==> src/rtl/blocking_relay_fifo_pkg.sv <==
// Shared types and defaults for the blocking relay FIFO and its bench.
package relay_types;

    localparam int DEFAULT_DATA_W      = 32;
    localparam int DEFAULT_DEPTH       = 4;
    localparam int DEFAULT_OFFSET_INIT = 4;

    // One blocking port: the partner drives sync, this block drives notify.
    typedef struct packed {
        logic sync;
        logic notify;
    } hs_t;

    // Outcome codes used by the bench when summarising a run.
    typedef enum logic [1:0] {
        ST_IDLE    = 2'd0,
        ST_PASS    = 2'd1,
        ST_BAD     = 2'd2,
        ST_TIMEOUT = 2'd3
    } status_e;

endpackage

==> src/rtl/relay_fifo_mem.sv <==
// FIFO storage: one write port, registered array cleared by reset,
// combinational read port.
module relay_fifo_mem #(
    parameter int DATA_W = 32,
    parameter int DEPTH  = 4
) (
    input  logic                     clk,
    input  logic                     rst,
    input  logic                     we,
    input  logic [$clog2(DEPTH)-1:0] waddr,
    input  logic [DATA_W-1:0]        wdata,
    input  logic [$clog2(DEPTH)-1:0] raddr,
    output logic [DATA_W-1:0]        rdata
);

    logic [DATA_W-1:0] mem_q [DEPTH];
    logic [DATA_W-1:0] mem_d [DEPTH];

    // Next array contents: only the addressed entry changes on a write.
    always_comb begin
        mem_d = mem_q;
        if (we) begin
            mem_d[waddr] = wdata;
        end
    end

    // Storage register; reset clears every entry so the head reads as zero.
    always_ff @(posedge clk) begin
        if (rst) begin
            for (int i = 0; i < DEPTH; i++) begin
                mem_q[i] <= '0;
            end
        end else begin
            mem_q <= mem_d;
        end
    end

    assign rdata = mem_q[raddr];

endmodule

==> src/rtl/blocking_relay_fifo.sv <==
// Blocking relay: accepts words on a sync/notify input port, adds a running
// offset, buffers them in a DEPTH-entry FIFO and offers them on a sync/notify
// output port. Notifies are registered from the next occupancy, so there is
// no same-cycle bypass in either direction.
module blocking_relay_fifo
    import relay_types::*;
#(
    parameter int                DATA_W      = DEFAULT_DATA_W,
    parameter int                DEPTH       = DEFAULT_DEPTH,
    parameter logic [DATA_W-1:0] OFFSET_INIT = DATA_W'(DEFAULT_OFFSET_INIT),
    parameter logic [DATA_W-1:0] OFFSET_STEP = DATA_W'(1)
) (
    input  logic                       clk,
    input  logic                       rst,
    input  logic [DATA_W-1:0]          b_in,
    input  logic                       b_in_sync,
    output logic                       b_in_notify,
    output logic [DATA_W-1:0]          b_out,
    input  logic                       b_out_sync,
    output logic                       b_out_notify,
    output logic                       nb_result,
    output logic [$clog2(DEPTH):0]     count
);

    localparam int PTR_W = $clog2(DEPTH);
    localparam int CNT_W = PTR_W + 1;

    // Modulo-2^DATA_W addition; the carry out is deliberately dropped.
    function automatic logic [DATA_W-1:0] add_wrap(input logic [DATA_W-1:0] a,
                                                   input logic [DATA_W-1:0] b);
        return a + b;
    endfunction

    hs_t in_hs;
    hs_t out_hs;

    logic             push;
    logic             pop;
    logic [PTR_W-1:0] wr_ptr_q, wr_ptr_d;
    logic [PTR_W-1:0] rd_ptr_q, rd_ptr_d;
    logic [CNT_W-1:0] count_q, count_d;
    logic [DATA_W-1:0] offset_q, offset_d;
    logic             b_in_notify_q, b_in_notify_d;
    logic             b_out_notify_q, b_out_notify_d;
    logic             nb_result_q, nb_result_d;
    logic [DATA_W-1:0] push_data;

    assign in_hs  = '{sync: b_in_sync,  notify: b_in_notify_q};
    assign out_hs = '{sync: b_out_sync, notify: b_out_notify_q};

    // Transfer decisions and next state for pointers, occupancy, offset, flags.
    always_comb begin
        push           = in_hs.sync & in_hs.notify;
        pop            = out_hs.sync & out_hs.notify;
        push_data      = add_wrap(b_in, offset_q);
        wr_ptr_d       = wr_ptr_q + PTR_W'(push);
        rd_ptr_d       = rd_ptr_q + PTR_W'(pop);
        count_d        = count_q + CNT_W'(push) - CNT_W'(pop);
        offset_d       = push ? add_wrap(offset_q, OFFSET_STEP) : offset_q;
        b_in_notify_d  = (count_d != CNT_W'(DEPTH));
        b_out_notify_d = (count_d != '0);
        nb_result_d    = in_hs.sync & ~in_hs.notify;
    end

    // Control registers; reset discards any transfer in the same cycle.
    always_ff @(posedge clk) begin
        if (rst) begin
            wr_ptr_q       <= '0;
            rd_ptr_q       <= '0;
            count_q        <= '0;
            offset_q       <= OFFSET_INIT;
            b_in_notify_q  <= 1'b1;
            b_out_notify_q <= 1'b0;
            nb_result_q    <= 1'b0;
        end else begin
            wr_ptr_q       <= wr_ptr_d;
            rd_ptr_q       <= rd_ptr_d;
            count_q        <= count_d;
            offset_q       <= offset_d;
            b_in_notify_q  <= b_in_notify_d;
            b_out_notify_q <= b_out_notify_d;
            nb_result_q    <= nb_result_d;
        end
    end

    relay_fifo_mem #(
        .DATA_W (DATA_W),
        .DEPTH  (DEPTH)
    ) u_mem (
        .clk   (clk),
        .rst   (rst),
        .we    (push),
        .waddr (wr_ptr_q),
        .wdata (push_data),
        .raddr (rd_ptr_q),
        .rdata (b_out)
    );

    assign b_in_notify  = b_in_notify_q;
    assign b_out_notify = b_out_notify_q;
    assign nb_result    = nb_result_q;
    assign count        = count_q;

endmodule

==> config.mk <==
export PLATFORM = sky130hd
export DESIGN_NAME = blocking_relay_fifo
export DESIGN_NICKNAME = d
export VERILOG_FILES = /design/src/rtl/blocking_relay_fifo_pkg.sv /design/src/rtl/relay_fifo_mem.sv /design/src/rtl/blocking_relay_fifo.sv
export SDC_FILE = /design/constraint.sdc
export NUM_CORES = 1
export LEC_CHECK = 0
export CAP_MARGIN = 5
export CELL_PAD_IN_SITES_DETAIL_PLACEMENT = 0
export CELL_PAD_IN_SITES_GLOBAL_PLACEMENT = 2
export CORE_MARGIN = 2
export CORE_UTILIZATION = 25
export DETAILED_ROUTE_END_ITERATION = 12
export GPL_TIMING_DRIVEN = 0
export PLACE_DENSITY = 0.57
export REMOVE_ABC_BUFFERS = 1
export SETUP_SLACK_MARGIN = 0.05
export SLEW_MARGIN = 0
export SYNTH_ARGS = -nofsm -noshare
export SYNTH_HDL_FRONTEND = slang
export SYNTH_SLANG_ARGS = --single-unit
==> constraint.sdc <==
create_clock -name clk -period 7.4 [get_ports clk]
set_input_delay 1.48 -clock clk [delete_from_list [all_inputs] [get_ports clk]]
set_output_delay 1.48 -clock clk [all_outputs]
set_load 0.01 [all_outputs]
## After elaboration in Yosys (flattened, before gate mapping)

Cells that the tools add are included.

- Register bits: 170
- Word-level logic and storage cells: 35
- Input port bits: 36
- Output and inout bits: 38

- Equality and inequality tests: 1
- Order comparisons: 3
- Reduce and logical (&&, ||, !) cells: 2
- Add/sub/neg operators: 6
- Mux-type cells: 6
- Bitwise gates (word level): 6

Operators by type and width:

| cell | number |
|---|---|
| bitwise mux 128 bit | 1 |
| two-way mux 32 bit | 3 |
| binary-select mux 32 bit (select 2 bit) | 1 |
| demux 32 bit (select 2 bit) | 1 |
| adder 32 x 1 -> 32 bit (second input constant) | 1 |
| adder 32 bit | 1 |
| >= comparator 3 bit (second input constant) | 2 |
| NOT 2 -> 3 bit | 2 |
| adder 2 x 1 -> 2 bit | 2 |
| adder 3 x 1 -> 3 bit | 1 |
| bitwise AND 1 bit | 3 |
| < comparator 3 x 1 -> 1 bit (second input constant) | 1 |
| inequality test 3 bit (second input constant) | 1 |
| nonzero test 3 bit | 1 |
| subtractor 3 x 1 -> 3 bit | 1 |
| logical AND 1 bit | 1 |
| NOT 1 bit | 1 |

## Depth between registers and ports, before layout

- Depth in word-level cells: 6
- Gate-level depth with buffers: 10
- Mapped depth without buffers: 10

## Hierarchy

Synthesis repeated with hierarchy kept, for this count alone.

- Cell total of the unflattened synthesis: 926
- Area, all modules: 9,306.4 µm²

Modules (own cells, without submodules):

| module | cells each | area each (µm²) | times used | sequential area each (µm²) |
|---|---|---|---|---|
| relay_fifo_mem | 494 | 5,866.9 | 1 | 2,562.5 |
| blocking_relay_fifo | 432 | 3,439.5 | 1 | 840.8 |

## Least setup slack after synthesis

Ideal clock, no wire load.

- Path kind: input -> register
- Start: input b_in[0]
- End: register u_mem.mem_q[20] in the netlist's numbering
- Path slack: 3.550 ns
- Cell stages on the path: 10
- Required time: 7.330 ns
- Data arrival time: 3.780 ns
- Library setup time: 0.070 ns
- Buffers on the path: 0
- Cell sequence: ha_1 > fa_1 > a21o_1 > a311o_1 > a2111oi_2 > nor3_1 > or2_4 > xor2_1 > nand2_1 > a21oi_1

- Cells in the longest elaborated chain, start to end: 2

RTL lines:

| item | RTL line | RTL |
|---|---|---|
| from (decl) | blocking_relay_fifo.sv:15 | `input logic [DATA_W-1:0] b_in,` |
| adder 32 bit | blocking_relay_fifo.sv:31 | `return a + b;` |
| bitwise mux 128 bit | relay_fifo_mem.sv:23 | `mem_d[waddr] = wdata;` |
| to (signal assigned) | relay_fifo_mem.sv:34 | `mem_q <= mem_d;` |
| to (decl) | relay_fifo_mem.sv:16 | `logic [DATA_W-1:0] mem_q [DEPTH];` |

Every way passes these cells.
A chain may end at the register's enable or synchronous reset.

## Final worst setup path

- Start: input b_in[0]
- End: register u_mem.mem_q[56] in the netlist's numbering

The elaborated chain is that of the path after synthesis.

==> impl_metrics.py <==
metrics = {
    "power_and_ir_drop": {
        "power_density_nw_per_um2": 268.6,
        "seqPwrFrac_pct": 38.8,
        "p_clk_share_pct": 36.5,
        "vdd_ir_drop_max_mv": 0.1666,
        "p_leak_nw": 3.796,
        "power.internal_mw": 2.009,
        "p_sw_mw": 0.8676,
        "fin_total_pwr_mw": 2.877,
        "pwr-share-comb_pct": 24.7,
        "power.share.switching_pct": 30.16,
    },
    "yosys": {
        "yosysTopAreaCell": "dfxtp_1",
        "avgSynthCellArea_sq_um": 8.550,
        "syn_inst": 1037,
        "ys.flop_type": "dfxtp_1",
        "ys_seq_area_share_pct": 38.39,
        "synth_area_leaders": "dfxtp_1 (38%), mux4_2 (8.1%), nand2_1 (8.1%), a21oi_1 (6.7%), ha_1 (5.1%)",
        "synth_top_area_share_pct": 38.39,
        "synth_edf_count": 0,
        "yosysWarnings": 0,
        "async_reset_ff_share_pct": 0,
        "yosysUniqueCellTypes": 57,
        "synth_seq_cells": 170,
        "netlist_area_sq_um": 8866,
    },
    "floorplan": {
        "chipHeight_um": 192.3,
        "fp.dieW_um": 192.3,
        "fp.dieArea_sq_um": 36990,
        "ios": 74,
        "start_util_pct": 25.54,
        "design.core.area_sq_um": 34710,
        "num_rows": 68,
    },
    "route": {
        "drc": 0,
        "num_vias": 7379,
        "wl_per_cell_um": 17.93,
        "final_antenna_net_count": 0,
        "drt_iter0_markers": 359,
        "dr.pass1.iters": 6,
        "viasPerCell": 4.813,
        "routed_wl_mm": 27.49,
    },
    "layout": {
        "nNetsFinal": 1140,
        "drive_gt1_share_pct": 8.534,
        "diodes": 0,
        "layout_commonest_cell": "nand2_1",
        "design_area_sq_um": 10710,
        "final_cell_mix": "nand2_1 (190), dfxtp_1 (168), a21oi_1 (118)",
        "post-route-util_pct": 30.86,
        "area_growth_pct": 20.82,
    },
    "setup_path": {
        "cp_max_fo": 4,
        "path_class": "input pin to flip-flop",
        "rr_worst_depth": 10,
        "endpoint_kind": "flip-flop",
        "cp_slowest_stage_delay_ps": 560,
        "r2r_end": "u_mem.mem_q[56]",
        "critPathArrivalTime_ps": 4720,
        "worstReg2RegStart": "offset_q[0]",
        "slowest_stage": "xnor2_1",
        "critPathLaunch": "b_in[0]",
        "startpoint_type": "input pin",
        "ff2ff_setup_slack_ps": 4060,
        "required_ps": 7680,
        "crit_buf_inv": 1,
        "cp_top_family": "compound AO/OA/AOI/OAI gates",
        "path_cells": "clkdlybuf4s50_1 -> ha_1 -> fa_1 -> a21o_1 -> a311o_1 -> a2111oi_2 -> nor3_1 -> o21bai_1 -> a31oi_1 -> xnor2_1 -> a211oi_1",
    },
    "timing": {
        "fin_crit_ps": 4437,
        "drv_slew": 0,
        "final_hold_viol_count": 0,
        "setup_viol": 0,
        "rsz0062_at_grt": "no",
        "fin_tns_setup_ps": 0,
        "tightest_slew_ps": 921.4,
        "fmax_ghz": 0.2254,
        "skew_ps": 8.536,
        "fin_crit_sh_pct": 59.96,
        "relSlewSlack_pct": 37.80,
    },
    "clocking": {
        "cts_hold_buf": 0,
        "clock-root-buffer": "clkbuf_16",
        "numCtsBuffers": 17,
        "clock_latency_ps": 440,
        "cts_htree_levels": 4,
        "path_clk_slew_ps": 70,
        "cts_buffer_depth": 2,
        "cts_setup_buffers": 0,
        "cts_sinks": 170,
        "cts_tree": "built",
        "postCtsResizedCells": 0,
    },
    "grt": {
        "track_usage_pct": 15.44,
        "grt_pass1_vias": 7278,
        "grt_max_degree": 101,
        "overflow": 0,
        "grt_pass1_wl_mm": 43.24,
        "antenna_found_initial": 0,
    },
    "placed_design": {
        "dp_hpwl_mm": 18.20,
        "place_congestion": 0.7151,
        "port_buffers": 73,
        "place_area_sq_um": 10040,
    },
    "min_path": {
        "worstHoldStart": "u_mem.mem_q[32]",
        "min_path_type": "flip-flop to flip-flop",
        "whs_path_depth": 2,
        "holdPathEnd": "u_mem.mem_q[32]",
    },
    "outcome": {
        "outcome": "complete, no violations",
    },
    "run": {
        "maxCapViolCount": 0,
    },
}
==> per-layer routing <==
metal	track usage (%)	vias up	share of wire, %
met2	24.16	84	45
met1	22.23	3549	51
met3	2.000	17	2.2
met5	0	-	0
met4	4.198	0	1.1
li1	-	3729	-
==> worst reg2reg max path, cell delays in order (launching register included) <==
cell       delay, ps
dfxtp_1          360
ha_1             230
fa_1             400
a21o_1           230
a311o_1          400
a2111oi_2        390
nor3_1           150
o21bai_1         180
a31oi_1          130
xnor2_1          560
a211oi_1         160
==> power groups by stage <==
| stage | Clock, mW | Combinational, mW | Sequential, mW |
|---|---|---|---|
| after floorplan | 0 | 0.395 | 1.12 |
| after global placement | 0 | 0.711 | 1.15 |
| after global routing | 1.12 | 0.787 | 1.14 |
| after detailed placement | 0 | 0.729 | 1.14 |
| after CTS | 1.08 | 0.731 | 1.12 |
| final | 1.05 | 0.711 | 1.12 |
==> flip-flops by register name, summed over array words and instances (netlist names) <==
name,count
nb_result,1
u_mem.mem_q,128
count,3
offset_q,32
b_in_notify,1
wr_ptr_q,2
b_out_notify,1
rd_ptr_q,2
==> worst max-delay path by stage <==
stage,to,cells past startpoint
CTS,u_mem.mem_q[56],11
global route,u_mem.mem_q[56],11
finish,u_mem.mem_q[56],11
global placement,u_mem.mem_q[121],4
floorplan,u_mem.mem_q[116],10
detailed placement,u_mem.mem_q[88],11
==> cell type report <==
type | count | area, sq um
Timing Repair Buffer | 79 | 840.8
Fill cell | 3699 | 24000
Tap cell | 455 | 569.3
Sequential cell | 170 | 3408
Multi-Input combinational cell | 783 | 5162
Clock inverter | 10 | 214.0
Inverter | 15 | 56.30
Clock buffer | 21 | 460.4
==> through the flow <==
stage / cells / hold WS, ps / worst slack, ps
after global placement: 1496 / 439.5 / -1203
after CTS: 1533 / 454.8 / 2903
after floorplan: 968 / 427.1 / 3496
final: 1533 / 452.7 / 2963
after detailed placement: 1502 / 444.9 / 2427
after global routing: 1533 / 472.5 / 2675
==> cell families after synthesis <==
| family | Yosys count | share of synthesized area [%] |
|---|---|---|
| and+or+nand+nor | 416 | 21.86 |
| xor gates and xnor gates | 53 | 5.236 |
| adders and majority gates | 38 | 5.532 |
| DFF | 170 | 38.39 |
| buffers and inverters | 84 | 3.613 |
| muxes | 32 | 8.129 |
| AOI/OAI and AO/OA | 244 | 17.25 |
==> Yosys cell counts (18+ instances only) <==
cell      instances
a211oi_1         18
nor2_1           82
dfxtp_1         170
xor2_1           27
mux4_2           32
nand2_1         192
nand4_1          19
o21ai_0          36
clkbuf_1         58
nand3_1          23
a21oi_1         118
ha_1             36
nand3b_1         28
xnor2_1          26
No activity file was read; power rests on OpenSTA's default activity.
